[src/rtl/switch_debounce.sv]
// switch_debounce: per-bit synchronizer plus stability-counter debounce
// for the slide switches, with registered rise/fall strobes.
module switch_debounce #(
  parameter int WIDTH           = 16,
  parameter int SYNC_STAGES     = 2,
  parameter int DEBOUNCE_CYCLES = 1000000,
  parameter int CNT_W           = 20
) (
  input  logic             clk,
  input  logic             rst,
  input  logic [WIDTH-1:0] sw,
  output logic [WIDTH-1:0] sw_clean,
  output logic [WIDTH-1:0] sw_rise,
  output logic [WIDTH-1:0] sw_fall,
  output logic             any_change
);

  localparam logic [CNT_W-1:0] CNT_MAX =
    CNT_W'(DEBOUNCE_CYCLES - 1);

  logic [WIDTH-1:0] sync_q [SYNC_STAGES];
  logic [CNT_W-1:0] cnt    [WIDTH];
  logic [WIDTH-1:0] s;
  logic [WIDTH-1:0] diff;
  logic [WIDTH-1:0] done;

  assign s = sync_q[SYNC_STAGES-1];

  // Synchronizer chain: only sync_q[0] ever samples the raw pins.
  always_ff @(posedge clk or posedge rst) begin
    if (rst) begin
      for (int k = 0; k < SYNC_STAGES; k++) begin
        sync_q[k] <= '0;
      end
    end else begin
      sync_q[0] <= sw;
      for (int k = 1; k < SYNC_STAGES; k++) begin
        sync_q[k] <= sync_q[k-1];
      end
    end
  end

  // A bit is done when it has differed for the full window.
  always_comb begin
    diff = s ^ sw_clean;
    done = '0;
    for (int i = 0; i < WIDTH; i++) begin
      done[i] = diff[i] && (cnt[i] == CNT_MAX);
    end
  end

  // Stability counters: cleared on agreement or on acceptance.
  always_ff @(posedge clk or posedge rst) begin
    if (rst) begin
      for (int i = 0; i < WIDTH; i++) begin
        cnt[i] <= '0;
      end
    end else begin
      for (int i = 0; i < WIDTH; i++) begin
        if (!diff[i] || done[i]) begin
          cnt[i] <= '0;
        end else begin
          cnt[i] <= cnt[i] + CNT_W'(1);
        end
      end
    end
  end

  // Clean level and strobes update together in one register stage.
  always_ff @(posedge clk or posedge rst) begin
    if (rst) begin
      sw_clean   <= '0;
      sw_rise    <= '0;
      sw_fall    <= '0;
      any_change <= 1'b0;
    end else begin
      sw_clean   <= sw_clean ^ done;
      sw_rise    <= done & s;
      sw_fall    <= done & ~s;
      any_change <= |done;
    end
  end

endmodule
[config.mk]
export PLATFORM = sky130hd
export DESIGN_NAME = switch_debounce
export DESIGN_NICKNAME = d
export VERILOG_FILES = /design/src/rtl/switch_debounce.sv
export SDC_FILE = /design/constraint.sdc
export NUM_CORES = 1
export LEC_CHECK = 0
export ABC_AREA = 1
export CAP_MARGIN = 20
export CORE_UTILIZATION = 25
export DETAILED_ROUTE_END_ITERATION = 10
export GPL_TIMING_DRIVEN = 1
export SKIP_CTS_REPAIR_TIMING = 1
export SLEW_MARGIN = 40
export SYNTH_ARGS = -nofsm -noshare
export SYNTH_HDL_FRONTEND = slang
export SYNTH_SLANG_ARGS = --single-unit
[constraint.sdc]
create_clock -name clk -period 48.5 [get_ports clk]
set_clock_uncertainty 0.2 [all_clocks]
set_input_delay 14.55 -clock clk [delete_from_list [all_inputs] [get_ports clk]]
set_output_delay 14.55 -clock clk [all_outputs]
set_load 0.05 [all_outputs]
==> flow_metrics.env <==
export IMPL_routed_via_density=4.363
export IMPL_final_min_period_over_clock_period_pct=34.27
export IMPL_layout_area_growth_over_synthesis_pct=17.51
export IMPL_global_route_overflow_total=0
export IMPL_wl_um=44600
export IMPL_post_route_cells_drive_above_1_share_pct=8.734
export IMPL_route_detailed_drc=0
export IMPL_synthSimpleGateAreaFrac_pct=36.76
export IMPL_synth_seq_area_share_pct=47.97
export IMPL_finalMaxSlewViolations=0
export IMPL_rsz0062_at_grt="no"
export IMPL_synth_area_leader_cell="sky130_fd_sc_hd__dfrtp_1"
export IMPL_die_h_um=291.3
export IMPL_grt_pass1_vias=16130
export IMPL_r2r_cells=8
export IMPL_routabilityCongestion=0.8830
export IMPL_critical_path_top_delay_family="buffers and inverters"
export IMPL_path_depth=1
export IMPL_critical_path_slowest_cell="sky130_fd_sc_hd__clkdlybuf4s50_1"
export IMPL_timing_critical_path_slowest_cell_delay_ns=0.86
export IMPL_die_w_um=291.3
export IMPL_cp_buffers_inverters=1
export IMPL_detailroute_wirelength_met2_um=19700
export IMPL_clock_fmax_mhz=60.17
export IMPL_gr_util_all_layers_pct=10.80
export IMPL_largest_net_degree_at_the_start_of_global_routing=122
export IMPL_hold_worst_slack_ns=0.1481
export IMPL_detailedPlacementHpwl_um=31590
export IMPL_core_region_area_um2=82500
export IMPL_cts_tree="done"
export IMPL_wl_met3_um=1684
export IMPL_ys_ff_latch=401
export IMPL_cts_root_cell="sky130_fd_sc_hd__clkbuf_16"
export IMPL_cts_reportedPaths_clkPinSlew_ns=0.05
export IMPL_tritoncts_num_buffers=49
export IMPL_period_needed_ns=16.62
export IMPL_post_synth_num_cell_types=43
export IMPL_hp_class="flop to flop"
export IMPL_status="complete, no violations"
export IMPL_leakagePower_nw=10.14
export IMPL_count_of_synthesis_stage_warnings_from_yosys=0
export IMPL_max_cap_violations=0
export IMPL_worst_setup_path_end_kind="primary output"
export IMPL_antenna_diode_count=0
export IMPL_wl_met1_um=22180
export IMPL_synth_top_family_by_area="simple AND/OR/NAND/NOR gates"
export IMPL_final_cell_mix="sky130_fd_sc_hd__nor2_1 (538), sky130_fd_sc_hd__nand2_1 (486), sky130_fd_sc_hd__dfrtp_1 (401), sky130_fd_sc_hd__inv_1 (304), sky130_fd_sc_hd__nor3_1 (146)"
export IMPL_worst_setup_path_start_kind="flop"
export IMPL_num_vias=16560
export IMPL_critPathArrivalTime_ns=1.87
export IMPL_antenna_violations_before_repair=2
export IMPL_clk_insertion_delay_late_ns=0.59
export IMPL_cts_sinks=401
export IMPL_post_synth_instance_area_um2=20920
export IMPL_switching_share_pct=22.24
export IMPL_layout_nets=2719
export IMPL_initial_utilization_pct=25.36
export IMPL_setup_violations=0
export IMPL_path_cells="clkdlybuf4s50_1"
export IMPL_grt_pass1_wl_um=78040
export IMPL_critical_path_max_fanout=5
export IMPL_synth_compound_area_share_pct=2.883
export IMPL_setup_total_negative_slack_ns=0
export IMPL_finalCoreUtilization_pct=29.80
export IMPL_wl_per_cell_um=11.75
export IMPL_ctsLongestPathBuffers=3
export IMPL_reg2reg_from="cnt[120]$_DFF_PP0_"
export IMPL_yosys_area_share_xor_xnor_pct=4.982
export IMPL_power_net_switching_w=0.0001686
export IMPL_power_report_internal_total_w=0.0005897
export IMPL_report_final_hold_viol_count=0
export IMPL_power_clock_fraction_pct=52.0
export IMPL_power_share_combinational_pct=2.8
export IMPL_irDropWorstVdd_mv=0.02392
export IMPL_std_cell_rows=105
export IMPL_ctsHtreeMaxLevel=2
export IMPL_io_pins=67
export IMPL_die_area_um2=84840
export IMPL_dr_first_iter_drc_count=831
export IMPL_pwr_dens_nw_per_um2=30.85
export IMPL_cp_endpoint="sw_clean[13]"
export IMPL_avgSynthCellArea_um2=8.087
export IMPL_regToRegSetupSlack_ns=46.15
export IMPL_max_slew_margin_rel_pct=48.89
export IMPL_synth_top_cell_area_share_pct=47.97
export IMPL_synth_area_mux_share_pct=0
export IMPL_highest_layer="met4"
export IMPL_post_synth_fa_ha_maj_area_fraction_pct=0.9569
export IMPL_drt_pre_antenna_iters=5
export IMPL_postRouteAntennaNets=0
export IMPL_share_seq_of_total_power_pct=45.2
export IMPL_synthCells=2587
export IMPL_mostFrequentLayoutCell="sky130_fd_sc_hd__nor2_1"
export IMPL_io_buffers=66
export IMPL_path_class="flop to primary output"
export IMPL_worst_r2r_endpoint="cnt[138]$_DFF_PP0_"
export IMPL_synth_nets=2621
export IMPL_worst_ep_required_time_ns=33.75
export IMPL_yosys_top_cells_area="sky130_fd_sc_hd__dfrtp_1 (48%), sky130_fd_sc_hd__nor2_1 (9.7%), sky130_fd_sc_hd__nand2_1 (8.7%)"
export IMPL_worst_pin_slew_ns=0.7648
cells in the mapped netlist (all sizes together):
cell type  instances
nor2             577
nand2            516
dfrtp            401
inv              310
nand3            168
nor3             164
xor2             100
nand4             81
nor3b             75
o21ai             30
a21oi             29
nor4              24
buf               23
xnor2             19
ha                16
a211oi            13
o21a              11
o21bai             9
nand3b             8
a31oi              5
or2                3
o211ai             2
and2               1
and3               1
or3                1
power by group through the flow:
stage / Sequential (W) / Clock, W / Combinational, W
finish: 0.000343 / 0.000394 / 0.0000209
global route: 0.000343 / 0.000422 / 0.0000250
CTS: 0.000343 / 0.000410 / 0.0000221
detailed placement: 0.000349 / 0 / 0.0000220
global placement: 0.000349 / 0 / 0.0000215
floorplan: 0.000348 / 0 / 0.0000162
area by class of cell:
type	instances	area (um^2)
multi-input combinational	1853	9540
clock buffer	66	1390
inverter	310	1176
timing repair buffer	70	726.9
tap	1070	1339
fill	8760	57920
sequential	401	10030
clock inverter	25	376.6
layer usage:
layer / track usage [%] / vias to the layer above
met5: 0 / -
met4: 3.549 / 0
met3: 1.764 / 68
met2: 16.97 / 241
met1: 15.02 / 7724
li1: - / 8526
state kept, by name, summed over array words and instances, names as in the netlist, named ones only:
signal / count
cnt: 320
s: 16
sw_fall: 16
sw_rise: 16
sync_q: 16
any_change: 1
how the worst min path moves through the flow:
stage	startpoint	to	slack, ns	cells after the start
2_1_floorplan	sync_q[16]$_DFF_PP0_	s[0]$_DFF_PP0_	0.13	0
3_3_place_gp	sync_q[26]$_DFF_PP0_	s[10]$_DFF_PP0_	0.13	0
3_5_place_dp	sync_q[27]$_DFF_PP0_	s[11]$_DFF_PP0_	0.13	0
4_1_cts	sync_q[26]$_DFF_PP0_	s[10]$_DFF_PP0_	0.15	0
5_1_grt	sync_q[31]$_DFF_PP0_	s[15]$_DFF_PP0_	0.16	0
6_report	sync_q[26]$_DFF_PP0_	s[10]$_DFF_PP0_	0.15	0
logic make-up (layout without fill, tap and decap cells):
group,after synthesis,in the layout
XOR/XNOR,119,119
buffers and inverters,333,471
adder cells (fa/ha/maj),16,16
AO/OA/AOI/OAI,99,99
flip-flops,401,401
AND/OR/NAND/NOR,1619,1619
through the flow:
step / power, W / std cells / area [um^2] / worst slack [ns]
final: 0.0007583 / 3795 / 24580 / 31.88
after global routing: 0.0007899 / 3795 / 24580 / 31.78
after CTS: 0.0007749 / 3795 / 24580 / 31.81
after detailed placement: 0.0003709 / 3704 / 22820 / 31.76
after global placement: 0.0003703 / 3703 / 22780 / 31.48
after floorplan: 0.0003645 / 2587 / 20920 / 22.60
Note: power is estimated with default switching activity, not from simulation.
